## config.mk

```make
export PLATFORM = sky130hd
export DESIGN_NAME = mips_hazard_ctrl
export DESIGN_NICKNAME = d
export VERILOG_FILES = /design/src/rtl/mips_pkg.sv /design/src/rtl/mips_hazard_decode.sv /design/src/rtl/mips_hazard_ctrl.sv
export SDC_FILE = /design/constraint.sdc
export NUM_CORES = 1
export LEC_CHECK = 0
export CORE_ASPECT_RATIO = 0.9
export CORE_UTILIZATION = 44
export CTS_BUF_LIST = sky130_fd_sc_hd__clkbuf_4
export CTS_CLUSTER_DIAMETER = 200
export CTS_CLUSTER_SIZE = 16
export DETAILED_ROUTE_END_ITERATION = 8
export PLACE_DENSITY_LB_ADDON = 0.3
export SKIP_CTS_REPAIR_TIMING = 1
export SYNTH_ARGS = -nofsm -noshare
export SYNTH_HDL_FRONTEND = slang
export SYNTH_HIERARCHICAL = 1
export SYNTH_SLANG_ARGS = --single-unit
export TNS_END_PERCENT = 1
```

## constraint.sdc

```tcl
create_clock -name clk -period 2.3 [get_ports clk]
set_clock_uncertainty 0.15 [all_clocks]
set_input_delay 0.46 -clock clk [delete_from_list [all_inputs] [get_ports clk]]
set_output_delay 0.46 -clock clk [all_outputs]
set_load 0.05 [all_outputs]
```

## src/rtl/mips_pkg.sv

```systemverilog
// rtl/mips_pkg.sv - shared opcodes, instruction classes and field positions for pipe_MIPS32
package mips_pkg;

  // Opcode map
  localparam logic [5:0] OP_ADD   = 6'd0;
  localparam logic [5:0] OP_SUB   = 6'd1;
  localparam logic [5:0] OP_AND   = 6'd2;
  localparam logic [5:0] OP_OR    = 6'd3;
  localparam logic [5:0] OP_SLT   = 6'd4;
  localparam logic [5:0] OP_MUL   = 6'd5;
  localparam logic [5:0] OP_LW    = 6'd8;
  localparam logic [5:0] OP_SW    = 6'd9;
  localparam logic [5:0] OP_ADDI  = 6'd10;
  localparam logic [5:0] OP_SUBI  = 6'd11;
  localparam logic [5:0] OP_SLTI  = 6'd12;
  localparam logic [5:0] OP_BNEQZ = 6'd13;
  localparam logic [5:0] OP_BEQZ  = 6'd14;
  localparam logic [5:0] OP_HLT   = 6'd63;

  // Instruction field positions
  localparam int OP_LSB = 26;
  localparam int OP_W   = 6;
  localparam int RS_LSB = 21;
  localparam int RT_LSB = 16;
  localparam int RD_LSB = 11;

  typedef enum logic [2:0] {
    CLS_RR_ALU,
    CLS_RM_ALU,
    CLS_LOAD,
    CLS_STORE,
    CLS_BRANCH,
    CLS_HALT,
    CLS_OTHER
  } instr_class_e;

  typedef enum logic [1:0] {
    ST_RUN,
    ST_DRAIN,
    ST_HALT
  } ctrl_state_e;

  function automatic instr_class_e classify(input logic [5:0] op);
    instr_class_e cls;
    case (op)
      OP_ADD, OP_SUB, OP_AND, OP_OR, OP_SLT, OP_MUL: cls = CLS_RR_ALU;
      OP_ADDI, OP_SUBI, OP_SLTI:                    cls = CLS_RM_ALU;
      OP_LW:                                        cls = CLS_LOAD;
      OP_SW:                                        cls = CLS_STORE;
      OP_BNEQZ, OP_BEQZ:                            cls = CLS_BRANCH;
      OP_HLT:                                       cls = CLS_HALT;
      default:                                      cls = CLS_OTHER;
    endcase
    return cls;
  endfunction

endpackage

```

## src/rtl/mips_hazard_decode.sv

```systemverilog
// rtl/mips_hazard_decode.sv - maps an instruction to its register sources, destination and HLT flag
module mips_hazard_decode
  import mips_pkg::*;
#(
  parameter int NREG = 32,
  parameter int RW   = $clog2(NREG)
) (
  input  logic [31:0]   instr,
  output logic          src1_v,
  output logic [RW-1:0] src1,
  output logic          src2_v,
  output logic [RW-1:0] src2,
  output logic          dst_v,
  output logic [RW-1:0] dst,
  output logic          is_hlt
);

  logic [OP_W-1:0] opcode;
  logic [RW-1:0]   rs;
  logic [RW-1:0]   rt;
  logic [RW-1:0]   rd;
  logic            raw_src1_v;
  logic            raw_src2_v;
  logic            raw_dst_v;
  logic            unused_low_bits;

  assign opcode = instr[OP_LSB +: OP_W];
  assign rs     = instr[RS_LSB +: RW];
  assign rt     = instr[RT_LSB +: RW];
  assign rd     = instr[RD_LSB +: RW];

  // Immediate / shamt bits carry no register information
  assign unused_low_bits = ^instr[RD_LSB-1:0];

  // Per-class register usage
  always_comb begin
    raw_src1_v = 1'b0;
    raw_src2_v = 1'b0;
    raw_dst_v  = 1'b0;
    src1       = rs;
    src2       = rt;
    dst        = rd;
    is_hlt     = 1'b0;
    case (classify(opcode))
      CLS_RR_ALU: begin
        raw_src1_v = 1'b1;
        raw_src2_v = 1'b1;
        raw_dst_v  = 1'b1;
      end
      CLS_RM_ALU, CLS_LOAD: begin
        raw_src1_v = 1'b1;
        raw_dst_v  = 1'b1;
        dst        = rt;
      end
      CLS_STORE: begin
        raw_src1_v = 1'b1;
        raw_src2_v = 1'b1;
      end
      CLS_BRANCH: begin
        raw_src1_v = 1'b1;
      end
      CLS_HALT: begin
        is_hlt = 1'b1;
      end
      default: begin
      end
    endcase
  end

  // R0 is hard-wired zero: it is never a real producer or consumer
  assign src1_v = raw_src1_v & (src1 != '0);
  assign src2_v = raw_src2_v & (src2 != '0);
  assign dst_v  = raw_dst_v  & (dst  != '0);

endmodule

```

## src/rtl/mips_hazard_ctrl.sv

```systemverilog
// rtl/mips_hazard_ctrl.sv - RAW interlock, branch squash and HLT drain control for the 5-stage pipe
module mips_hazard_ctrl
  import mips_pkg::*;
#(
  parameter int NREG  = 32,
  parameter int CNT_W = 16
) (
  input  logic             clk,
  input  logic             rst,
  input  logic             id_valid,
  input  logic [31:0]      id_instr,
  input  logic             ex_branch_taken,
  output logic             pc_write,
  output logic             ifid_write,
  output logic             ifid_flush,
  output logic             idex_bubble,
  output logic             halted,
  output logic [CNT_W-1:0] stall_count
);

  localparam int RW = $clog2(NREG);

  logic          src1_v;
  logic [RW-1:0] src1;
  logic          src2_v;
  logic [RW-1:0] src2;
  logic          dst_v;
  logic [RW-1:0] dst;
  logic          is_hlt;

  mips_hazard_decode #(
    .NREG (NREG),
    .RW   (RW)
  ) u_decode (
    .instr  (id_instr),
    .src1_v (src1_v),
    .src1   (src1),
    .src2_v (src2_v),
    .src2   (src2),
    .dst_v  (dst_v),
    .dst    (dst),
    .is_hlt (is_hlt)
  );

  ctrl_state_e      state_q, state_d;
  logic [1:0]       drain_cnt_q, drain_cnt_d;
  logic [CNT_W-1:0] stall_cnt_q, stall_cnt_d;
  logic             sb_ex_v_q, sb_ex_v_d;
  logic [RW-1:0]    sb_ex_dst_q, sb_ex_dst_d;
  logic             sb_mem_v_q, sb_mem_v_d;
  logic [RW-1:0]    sb_mem_dst_q, sb_mem_dst_d;

  logic             src1_hit;
  logic             src2_hit;
  logic             hazard;
  logic             issue;

  // A source hazards while its producer is still in EX or MEM; WB is write-through
  always_comb begin
    src1_hit = src1_v & ((sb_ex_v_q  & (sb_ex_dst_q  == src1)) |
                         (sb_mem_v_q & (sb_mem_dst_q == src1)));
    src2_hit = src2_v & ((sb_ex_v_q  & (sb_ex_dst_q  == src2)) |
                         (sb_mem_v_q & (sb_mem_dst_q == src2)));
    hazard   = id_valid & (src1_hit | src2_hit);
  end

  // Pipeline controls, stall counting and RUN/DRAIN/HALT sequencing
  always_comb begin
    pc_write    = 1'b1;
    ifid_write  = 1'b1;
    ifid_flush  = 1'b0;
    idex_bubble = 1'b0;
    issue       = 1'b0;
    state_d     = state_q;
    drain_cnt_d = drain_cnt_q;
    stall_cnt_d = stall_cnt_q;
    case (state_q)
      ST_RUN: begin
        if (ex_branch_taken) begin
          ifid_flush  = 1'b1;
          idex_bubble = 1'b1;
        end else if (hazard) begin
          pc_write    = 1'b0;
          ifid_write  = 1'b0;
          idex_bubble = 1'b1;
          if (stall_cnt_q != '1) begin
            stall_cnt_d = stall_cnt_q + CNT_W'(1);
          end
        end else begin
          issue = id_valid;
          if (id_valid && is_hlt) begin
            // Stop fetching and discard anything younger than the HLT
            pc_write    = 1'b0;
            ifid_flush  = 1'b1;
            state_d     = ST_DRAIN;
            drain_cnt_d = 2'd0;
          end
        end
      end
      ST_DRAIN: begin
        pc_write    = 1'b0;
        ifid_write  = 1'b0;
        ifid_flush  = 1'b1;
        idex_bubble = 1'b1;
        // Third drain cycle is the HLT's WB cycle
        if (drain_cnt_q == 2'd2) begin
          state_d     = ST_HALT;
          drain_cnt_d = 2'd0;
        end else begin
          drain_cnt_d = drain_cnt_q + 2'd1;
        end
      end
      ST_HALT: begin
        pc_write    = 1'b0;
        ifid_write  = 1'b0;
        ifid_flush  = 1'b1;
        idex_bubble = 1'b1;
      end
      default: begin
        state_d = ST_RUN;
      end
    endcase
  end

  // Scoreboard advances every cycle; only an issuing writer enters sb_ex
  always_comb begin
    sb_mem_v_d   = sb_ex_v_q;
    sb_mem_dst_d = sb_ex_dst_q;
    sb_ex_v_d    = issue & dst_v;
    sb_ex_dst_d  = dst;
  end

  // State, counters and scoreboard registers
  always_ff @(posedge clk or posedge rst) begin
    if (rst) begin
      state_q      <= ST_RUN;
      drain_cnt_q  <= 2'd0;
      stall_cnt_q  <= '0;
      sb_ex_v_q    <= 1'b0;
      sb_ex_dst_q  <= '0;
      sb_mem_v_q   <= 1'b0;
      sb_mem_dst_q <= '0;
    end else begin
      state_q      <= state_d;
      drain_cnt_q  <= drain_cnt_d;
      stall_cnt_q  <= stall_cnt_d;
      sb_ex_v_q    <= sb_ex_v_d;
      sb_ex_dst_q  <= sb_ex_dst_d;
      sb_mem_v_q   <= sb_mem_v_d;
      sb_mem_dst_q <= sb_mem_dst_d;
    end
  end

  assign halted      = (state_q == ST_HALT);
  assign stall_count = stall_cnt_q;

endmodule

```

Word-level counts from Yosys, hierarchy flattened

Memory sizes are Yosys's and may differ from the RTL's.
Index checks and enable logic that the tools add are counted.

$add $sub $neg: 2
Mux-type cells: 32
Equal/unequal tests: 17
Reduce and logical (&&, ||, !) cells: 15
Bitwise logic cells: 16

Operators by type and width:

| operator              | count |
|---|---|
| $eq 5x5->1            | 4 |
| $mux 1                | 17 |
| $add 16x1->16 const B | 1 |
| $mux 2                | 8 |
| $ne 16x16->1 const B  | 1 |
| $reduce_bool 5->1     | 3 |
| $and 1x1->1           | 11 |
| $ne 2x2->1 const B    | 4 |
| $pmux 1 s2            | 4 |
| $reduce_and 4->1      | 2 |
| $eq 3x2->1 const B    | 2 |
| $eq 3x3->1 const B    | 2 |
| $pmux 2 s3            | 1 |
| $reduce_or 2->1       | 3 |
| $mux 5                | 1 |
| $reduce_and 5->1      | 1 |
| $reduce_or 5->1       | 1 |
| $eq 2x2->1 const B    | 2 |
| $pmux 2 s2            | 1 |
| $eq 3x1->1 const B    | 1 |
| $logic_not 3->1       | 1 |
| $or 1x1->1            | 3 |
| $reduce_or 3->1       | 1 |
| $add 2x1->2 const B   | 1 |
| other kinds (5)       | 6 |

Logic and storage cells: 90
Bits of input ports: 36
ROM bits: 192
Register bits: 32
Memories kept: 1
Output and inout bits: 21

Memory list:

| memory           | words | bits a word | rd ports | clocked after Yosys merged registers in | write ports | RTL line       | RTL |
|---|---|---|---|---|---|---|---|
| (name not given) | 64    | 3           | 1        | 0                                       | 0           | mips_pkg.sv:45 | `case (op)` |

Depth between registers and ports, before layout

Gate-level depths: netlist (run 1).
An unclocked memory read counts as a cell.

Depth in word-level cells: 12
Gate-level depth with buffers: 8
Gate-level depth less buffers: 8

Modules after synthesis

The synthesis (run 1) kept the hierarchy.

Modules (own cells, without submodules):

| module             | sequential area each (µm²) | area each (µm²) | instances | cells each |
|---|---|---|---|---|
| mips_hazard_ctrl   | 800.8                      | 1,696.6         | 1         | 161 |
| mips_hazard_decode | 0.0                        | 272.8           | 1         | 34 |

Worst setup path before layout (run 1)

Ideal clock, no wire load.

Path type: input port to output port
Start: input id_instr[18]
End: output pc_write
Required time: 1.690 ns
Arrival time: 2.813 ns
Buffers on the path: 1
Stages: 8
Path slack: -1.123 ns
Cells stage by stage: or4_1 nor2_1 nor2_1 nand4_1 nand4_1 buf_2 o21ai_0 a21boi_0

Elaborated cells on any way between the ends: 13
Those cells by class: eq/ne (2); mux (3); bitwise (7); reduce/logical (1)

RTL lines:

| element            | RTL line                 | RTL |
|---|---|---|
| start: declaration | mips_hazard_ctrl.sv:11   | `input logic [31:0] id_instr,` |
| $reduce_bool 5->1  | mips_hazard_decode.sv:72 | `assign src2_v = raw_src2_v & (src2 != '0);` |
| $and 1x1->1        | mips_hazard_decode.sv:72 |  |
| named net src2_v   | mips_hazard_ctrl.sv:25   | `logic src2_v;` |
| $and 1x1->1        | mips_hazard_ctrl.sv:62   | `src2_hit = src2_v & ((sb_ex_v_q & (sb_ex_dst_q == src2)) \|` |
| $or 1x1->1         | mips_hazard_ctrl.sv:64   | `hazard = id_valid & (src1_hit \| src2_hit);` |
| $and 1x1->1        | mips_hazard_ctrl.sv:64   |  |
| $mux 1             | mips_hazard_ctrl.sv:82   | `end else if (hazard) begin` |
| $mux 1             | mips_hazard_ctrl.sv:79   | `if (ex_branch_taken) begin` |
| $pmux 1 s2         | mips_hazard_ctrl.sv:77   | `case (state_q)` |
| end: declaration   | mips_hazard_ctrl.sv:13   | `output logic pc_write,` |

The timed path passes the listed nets, and every way through them passes these cells.

Final worst setup path (run 1)

Start: input id_instr[23]
End: output pc_write

Elaborated cells on any way between the ends: 13
Those cells by class: eq/ne (2); mux (3); bitwise (7); reduce/logical (1)

RTL lines:

| element           | RTL line                 | RTL |
|---|---|---|
| $reduce_bool 5->1 | mips_hazard_decode.sv:71 | `assign src1_v = raw_src1_v & (src1 != '0);` |
| $and 1x1->1       | mips_hazard_decode.sv:71 |  |
| named net src1_v  | mips_hazard_ctrl.sv:23   | `logic src1_v;` |
| $and 1x1->1       | mips_hazard_ctrl.sv:60   | `src1_hit = src1_v & ((sb_ex_v_q & (sb_ex_dst_q == src1)) \|` |
| $or 1x1->1        | mips_hazard_ctrl.sv:64   |  |
| $and 1x1->1       | mips_hazard_ctrl.sv:64   |  |
| $mux 1            | mips_hazard_ctrl.sv:82   |  |
| $mux 1            | mips_hazard_ctrl.sv:79   |  |
| $pmux 1 s2        | mips_hazard_ctrl.sv:77   |  |

The timed path passes the listed nets, and every way through them passes these cells.

==> results of run 1 <==
where the power goes:
group	total [mW]	switching [mW]	internal, mW
combinational	0.162	0.0744	0.0879
clock	0.439	0.199	0.239
sequential	0.588	0.0146	0.574
total	1.19	0.288	0.901
state kept, by name, summed over array words and instances, names as in the netlist:
signal,cells
state_q,2
drain_cnt_q,2
stall_count,16
sb_mem_dst_q,5
sb_ex_v_q,1
sb_mem_v_q,1
sb_ex_dst_q,5
per-stage QoR:
step                  util  instance area [µm²]  cells  total power, mW  setup slack, ns
finish              0.7075                 2960    339            1.190          -0.5977
floorplan                -                 2001    195           0.6674          -0.3646
CTS                 0.6815                 2851    337            1.187          -0.9110
detailed placement  0.6624                 2771    329           0.7517          -0.9091
global route        0.7075                 2960    339            1.233          -0.6838
global placement    0.6624                 2771    329           0.7473          -0.7590
layer usage:
metal  part of all wire  GRT usage  wire length [µm]  vias up
li1                   -          -                 -      862
met1               0.46     0.3155              2415      857
met2               0.47     0.3551              2467       49
met3              0.046    0.05521               239       10
met4              0.016    0.06618                81        0
met5                  0          0                 0        -
worst paths after layout:
kind / depth (start not counted) / slack, ns / startpoint / to
setup / recovery: 10 / -0.60 / id_instr[23] / pc_write
min in group asynchronous: 3 / 0.33 / rst / sb_ex_dst_q[4]
hold / removal: 0 / 0.32 / sb_ex_v_q / sb_mem_v_q
setup reg to reg: 8 / -0.25 / sb_ex_dst_q[0] / stall_count[7]
hold reg to reg: 0 / 0.32 / sb_ex_v_q / sb_mem_v_q
max in group asynchronous: 3 / 1.37 / rst / state_q[0]
cells by family after synthesis:
| logic type | after synthesis | synth area share |
|---|---|---|
| AOI/OAI and AO/OA | 24 | 0.09276 |
| xor gates and xnor gates | 34 | 0.1550 |
| DFF | 32 | 0.4066 |
| muxes | 7 | 0.03939 |
| adders and majority gates | 5 | 0.03177 |
| and+or+nand+nor | 74 | 0.2186 |
| buffers and inverters | 19 | 0.05591 |
cell usage after synthesis, types with 3 or more instances:
cell type  number
buf_4          10
nor4_1          7
nor3_1          3
o21ai_0         3
nand3_1         5
inv_1           7
xnor2_1        17
nor2_1         13
xor2_1         16
ha_1            5
nand2_1        12
dfrtp_1        32
mux2_2          5
nand4_1        13
a21oi_1         8
worst register-to-register path: stages (launching register included):
cell     delay, ns
dfrtp_1       0.44
xor2_1        0.18
nor4_2        0.35
nand4_1       0.21
buf_4         0.18
buf_4         0.12
and4_4        0.17
or4_4         0.50
xnor2_2       0.15
cell type report:
class,count,area share
flip-flops and latches,32,0.2705
repair buffers,88,0.2764
inverters,7,0.008876
well taps,60,0.02536
clock buffers,6,0.01522
clock inverters,2,0.01183
multi-input cells,144,0.3918
==> flow_summary_export.csv, run 1 <==
group,metric,value,unit
run_status,outcome,"complete, but fails checks",
run_status,violations,"negative setup slack",
critical_path,cp_data_arrival_time,2.29,ns
timing,period_needed,2.898,ns
critical_path,crit_required,1.69,ns
critical_path,path_common_cell,"nand4_1",
grt,grt_max_degree,33,
grt,antenna_found_initial,0,
drt,antenna_left,0,
critical_path,critPathCaptureType,"primary output",
critical_path,path_cells,"buf_6 > or4_4 > nor2_4 > nor4_4 > nand4_1 > nand4_1 > buf_4 > o21ai_2 > a21boi_4 > buf_12",
layout,num_antenna_cells,0,
drt,route.vias.total,1778,
drt,vias_per_cell,5.245,
pwr,vdd_drop_max,0.3572,mV
layout,layout_commonest_cell,"buf_4",
timing,finalHoldViolCount,0,
timing,fin_crit_sh,1.260,
logic_synthesis,synthCells,195,
clock_tree,clockRootBuffer,"clkbuf_4",
logic_synthesis,synth_edf_count,0,
floorplanning,num_rows,22,
critical_path,cp_slowest_cell,"or4_4",
pwr,power_density,401.8,nW/µm²
floorplanning,core_area,4184,µm²
critical_path,start_kind,"input port",
timing,setup_ws,-0.5977,ns
layout,register_area,800.8,µm²
clock_tree,cts.sink_count,32,
timing,rsz0062_at_grt,"true",
floorplanning,start_util,0.4707,
floorplanning,die_x,72.52,µm
clock_tree,clock_latency,0.34,ns
logic_synthesis,synth_nets,236,
drt,routed_wl,5203,µm
drt,dr.pass1.iters,4,
critical_path,critPathMaxStageDelay,0.54,ns
timing,max_slew.worst_pin.slew,0.5138,ns
clock_tree,cts_tree,"built",
place,hpwl,3777,µm
layout,multi_input_area,1160,µm²
critical_path,path_buf_inv,3,
grt,grt_pass1_wl,8045,µm
timing,maxSlewViolCount,0,
logic_synthesis,ys_types,47,
timing,fin_hold_ws,0.3160,ns
place,routabilityCongestion,0.7961,
grt,gr-total-overflow,0,
drt,drcViolationCount,0,
timing,fin_tns_setup,-2.445,ns
layout,syn2layout_area_growth,50.32,%
critical_path,critical_path_class,"input port to primary output",
hold_path,min_path_type,"register to register",
logic_synthesis,synth.top_cells.by_area,"dfrtp_1 (41%), xnor2_1 (7.6%), xor2_1 (7.1%), nand4_1 (4.1%), buf_4 (3.8%)",
drt,post_drt_wl_per_cell,15.35,µm
clock_tree,cts_made_buffers,5,
place,io_buffers,45,
grt,first_global_vias,1717,
logic_synthesis,yosys_warnings,6,
timing,fmax,345.1,MHz
layout,post_route_cells_drive_above_1_share,0.3333,
floorplanning,die_area,4748,µm²
pwr,p_leak,1.443,nW
logic_synthesis,synth_area_leader_cell,"dfrtp_1",
critical_path,critical-path-top-delay-family,"simple AND/OR/NAND/NOR gates",
logic_synthesis,seq_area_frac_synth,0.4066,
clock_tree,clk_pin_slew,0.10,ns
layout,mostFrequentLayoutCells,"buf_4 (44), dfrtp_1 (32), clkdlybuf4s50_1 (21)",
logic_synthesis,ys_ff_latch,32,
critical_path,cp_max_fo,3,
layout,final_nets,319,
logic_synthesis,yosysTopAreaCellShare,0.4066,
clock_tree,h-tree-depth,2,
floorplanning,num_io_pins,57,
floorplanning,dieHeight,65.47,µm
clock_tree,clockBufferDepth,2,
logic_synthesis,syn_area,1969,µm²
drt,first_iter_violations,96,
timing,relSlewSlack,0.6569,
run,maxCapViolCount,0,
logic_synthesis,syn_avg_cell_area,10.10,µm²
logic_synthesis,synth-main-ff-cell,"dfrtp_1",
grt,grt_usage,0.2281,
logic_synthesis,async_flop_share,1.000,
timing,setup_violations,8,
layout,fillers,338,
Note: power is estimated with default switching activity, not from simulation.
==> run 2: changes to the inputs <==
- CORE_UTILIZATION: 44 -> 43
- CTS_BUF_LIST: sky130_fd_sc_hd__clkbuf_4 -> sky130_fd_sc_hd__clkbuf_4 sky130_fd_sc_hd__clkbuf_8 sky130_fd_sc_hd__clkbuf_16
- CTS_CLUSTER_SIZE: 16 -> 10
==> flow_summary_export.csv, run 2 (same netlist as run 1, synthesis figures left out) <==
group,metric,value,unit
critical_path,critical_path_class,"input port to primary output",
clock_tree,cts.sink_count,32,
clock_tree,clockBufferDepth,2,
grt,grt_max_degree,33,
critical_path,reg2reg_depth,8,
hold_path,hold_depth,0,
floorplanning,die_area,4855,µm²
grt,grt_pass1_wl,7783,µm
drt,drcViolationCount,0,
clock_tree,clk_pin_slew,0.07,ns
pwr,p_leak,1.372,nW
run_status,violations,"negative setup slack",
drt,first_iter_violations,54,
timing,finalHoldViolCount,0,
layout,mostFrequentLayoutCells,"buf_4 (38), dfrtp_1 (32), clkdlybuf4s50_1 (24)",
timing,max_slew.worst_pin.slew,0.5016,ns
grt,antenna_found_initial,0,
hold_path,min_path_type,"register to register",
drt,routed_wl,4702,µm
run_status,outcome,"complete, but fails checks",
pwr,power_density,433.7,nW/µm²
critical_path,cp_max_fo,3,
floorplanning,num_rows,22,
floorplanning,start_util,0.4646,
place,io_buffers,45,
place,hpwl,3543,µm
layout,register_area,800.8,µm²
clock_tree,cts_tree,"built",
place,routabilityCongestion,0.8226,
pwr,vdd_drop_max,0.3632,mV
grt,grt_usage,0.2124,
layout,largest_register_ffs,16,
layout,post-route-util,0.6942,
timing,period_needed,2.737,ns
drt,route.vias.total,1686,
floorplanning,die_x,73.34,µm
clock_tree,h-tree-depth,2,
layout,syn2layout_area_growth,49.43,%
drt,dr.pass1.iters,4,
floorplanning,core_area,4239,µm²
critical_path,crit_required,1.69,ns
floorplanning,num_io_pins,57,
critical_path,cp_data_arrival_time,2.13,ns
timing,relSlewSlack,0.6646,
layout,multi_input_area,1152,µm²
layout,num_antenna_cells,0,
timing,fin_tns_setup,-1.646,ns
layout,fillers,350,
layout,post_route_cells_drive_above_1_share,0.3248,
drt,antenna_left,0,
timing,setup_ws,-0.4368,ns
timing,setup_violations,5,
floorplanning,dieHeight,66.20,µm
drt,post_drt_wl_per_cell,14.08,µm
grt,gr-total-overflow,0,
clock_tree,clock_latency,0.28,ns
layout,final_nets,314,
grt,first_global_vias,1658,
drt,vias_per_cell,5.048,
clock_tree,clockRootBuffer,"clkbuf_8",
clock_tree,cts_made_buffers,5,
timing,fin_crit_sh,1.190,
timing,rsz0062_at_grt,"true",
critical_path,start_kind,"input port",
layout,layout_commonest_cell,"buf_4",
timing,maxSlewViolCount,0,
critical_path,critPathCaptureType,"primary output",
run,maxCapViolCount,0,
timing,fmax,365.4,MHz
run 2: changes by cell type in the layout (fill, tap and decap cells not counted), moves of 2 or more:
cell	previous run	this run
dlymetal6s2s_1	14	11
buf_4	44	38
nand2_1	12	10
clkbuf_8	0	5
nand2_2	1	3
clkdlybuf4s50_1	21	24
clkbuf_4	6	0
run 2: path summary, 6_finish.rpt:
kind / start / to / slack, ns
max: id_instr[25] / ifid_write / -0.44
min: sb_ex_v_q / sb_mem_v_q / 0.28
max reg2reg: sb_mem_dst_q[0] / stall_count[1] / 0.01
min reg2reg: sb_ex_v_q / sb_mem_v_q / 0.28
max in group asynchronous: rst / state_q[0] / 1.31
min in group asynchronous: rst / stall_count[6] / 0.40
run 2: power breakdown:
group,total [mW],internal [mW],switching (mW)
combinational,0.157,0.0871,0.0694
sequential,0.588,0.574,0.0133
clock,0.532,0.320,0.212
total,1.28,0.982,0.294
run 2: area by class of cell:
class | count | area share
clock buffers | 5 | 0.02338
clock inverters | 3 | 0.01446
well taps | 60 | 0.02551
repair buffers | 83 | 0.2640
multi-input cells | 144 | 0.3916
flip-flops and latches | 32 | 0.2721
inverters | 7 | 0.008929
run 2: routing by layer:
metal / up-vias / routed length, µm / GRT usage
met5: - / 0 / 0
met2: 28 / 2180 / 0.3380
met3: 7 / 127 / 0.03659
met4: 0 / 58 / 0.06490
met1: 806 / 2335 / 0.2950
li1: 845 / - / -
run 2: worst max-delay path, cell delays in order:
cell	delay [ns]
buf_6	0.09
or4_4	0.54
nor2_4	0.14
nor4_4	0.05
nand4_1	0.11
nand4_1	0.17
buf_4	0.19
a22oi_2	0.20
buf_12	0.17
run 2: stage by stage:
| step | instance area, µm² | total power [mW] | setup slack (ns) | hold slack [ns] | instances |
|---|---|---|---|---|---|
| floorplan | 2001 | 0.6674 | -0.3646 | 0.2232 | 195 |
| global placement | 2741 | 0.7441 | -0.7427 | 0.2460 | 325 |
| detailed placement | 2741 | 0.7464 | -0.7658 | 0.2520 | 325 |
| CTS | 2853 | 1.275 | -0.8167 | 0.2695 | 333 |
| global route | 2943 | 1.325 | -0.4990 | 0.2808 | 334 |
| finish | 2943 | 1.276 | -0.4368 | 0.2829 | 334 |
==> run 3: changes to the inputs <==
- CELL_PAD_IN_SITES_DETAIL_PLACEMENT: default -> 1
- CELL_PAD_IN_SITES_GLOBAL_PLACEMENT: default -> 2
- CORE_UTILIZATION: 43 -> 26
==> flow_summary_export.csv, run 3 (same netlist as run 1, synthesis figures left out) <==
group,metric,value,unit
layout,finish.instance_area,3033,µm²
place,routabilityCongestion,0.7803,
floorplanning,die_x,93.74,µm
drt,first_iter_violations,46,
grt,gr-total-overflow,0,
clock_tree,clk_pin_slew,0.07,ns
drt,post_drt_wl_per_cell,14.74,µm
timing,fin_hold_ws,0.2672,ns
timing,fmax,364.5,MHz
critical_path,start_kind,"input port",
place,io_buffers,45,
critical_path,critPathCaptureType,"primary output",
critical_path,cp_max_fo,3,
clock_tree,cts_tree,"built",
place,placedCellCount,361,
critical_path,crit_required,1.69,ns
timing,fin_crit_sh,1.193,
drt,antenna_left,0,
pwr,power_density,405.0,nW/µm²
grt,antenna_found_initial,0,
floorplanning,num_rows,29,
drt,vias_per_cell,4.617,
grt,grt_max_degree,33,
critical_path,cp_data_arrival_time,2.13,ns
clock_tree,clock_latency,0.29,ns
clock_tree,clockRootBuffer,"clkbuf_8",
clock_tree,cts.sink_count,32,
grt,grt_pass1_wl,8928,µm
timing,fin_tns_setup,-1.874,ns
drt,drcViolationCount,0,
place,post-place-ws,-0.8460,ns
floorplanning,dieHeight,84.57,µm
grt,grt_usage,0.1464,
layout,mostFrequentLayoutCells,"buf_4 (43), dfrtp_1 (32), clkdlybuf4s50_1 (24)",
timing,period_needed,2.744,ns
timing,relSlewSlack,0.6639,
timing,setup_ws,-0.4436,ns
floorplanning,num_io_pins,57,
clock_tree,clockBufferDepth,2,
layout,syn2layout_area_growth,54.00,%
timing,setup_violations,6,
run,maxCapViolCount,0,
drt,routed_wl,5497,µm
floorplanning,start_util,0.2741,
layout,post-route-util,0.4222,
layout,fillers,820,
layout,largest_register_ffs,16,
timing,maxSlewViolCount,0,
layout,fin_cells,373,
place,hpwl,4269,µm
floorplanning,die_area,7927,µm²
floorplanning,core_area,7184,µm²
clock_tree,cts_made_buffers,5,
timing,max_slew.worst_pin.slew,0.5026,ns
pwr,finalPower,1.228,mW
drt,route.vias.total,1722,
hold_path,hold_depth,0,
pwr,vdd_drop_max,0.3220,mV
layout,layout_commonest_cell,"buf_4",
layout,post_route_cells_drive_above_1_share,0.3393,
critical_path,critical_path_class,"input port to primary output",
place,placed_area,2805,µm²
clock_tree,h-tree-depth,2,
drt,dr.pass1.iters,4,
timing,rsz0062_at_grt,"true",
hold_path,min_path_type,"register to register",
timing,finalHoldViolCount,0,
run_status,outcome,"complete, but fails checks",
critical_path,reg2reg_depth,8,
pwr,p_leak,1.402,nW
run_status,violations,"negative setup slack",
layout,final_nets,320,
layout,num_antenna_cells,0,
grt,first_global_vias,1830,
[run 3: where the power goes]
group	switching (mW)	internal, mW	total, mW
Sequential	0.0134	0.574	0.588
Combinational	0.0735	0.0882	0.162
Clock	0.224	0.255	0.479
[run 3: worst paths after layout]
check	end	slack [ns]	from
max	pc_write	-0.44	id_instr[24]
min	sb_mem_v_q	0.27	sb_ex_v_q
max reg2reg	stall_count[7]	-0.12	sb_ex_dst_q[0]
min reg2reg	sb_mem_v_q	0.27	sb_ex_v_q
max in group asynchronous	stall_count[7]	1.28	rst
min in group asynchronous	stall_count[8]	0.41	rst
[run 3: routing by layer]
metal  GRT usage  wire length (µm)  up-vias
met2      0.2336              2576       25
met4     0.04476                39        0
li1            -                 -      857
met5           0                 0        -
met3     0.03533               166        4
met1      0.1948              2714      836
[run 3: cell type report]
class | instances | area (µm²) | share of cell area
clock inverters | 1 | 7.507 | 0.002475
inverters | 7 | 26.28 | 0.008663
repair buffers | 89 | 833.3 | 0.2748
well taps | 93 | 116.4 | 0.03837
flip-flops and latches | 32 | 800.8 | 0.2640
multi-input cells | 144 | 1159 | 0.3820
clock buffers | 7 | 90.09 | 0.02970
[run 3: critical path, stage by stage]
cell	delay, ns
buf_6	0.09
or4_4	0.54
nor2_4	0.14
nor4_4	0.06
nand4_1	0.12
nand4_1	0.18
o21ai_1	0.17
a21boi_4	0.21
buf_12	0.15
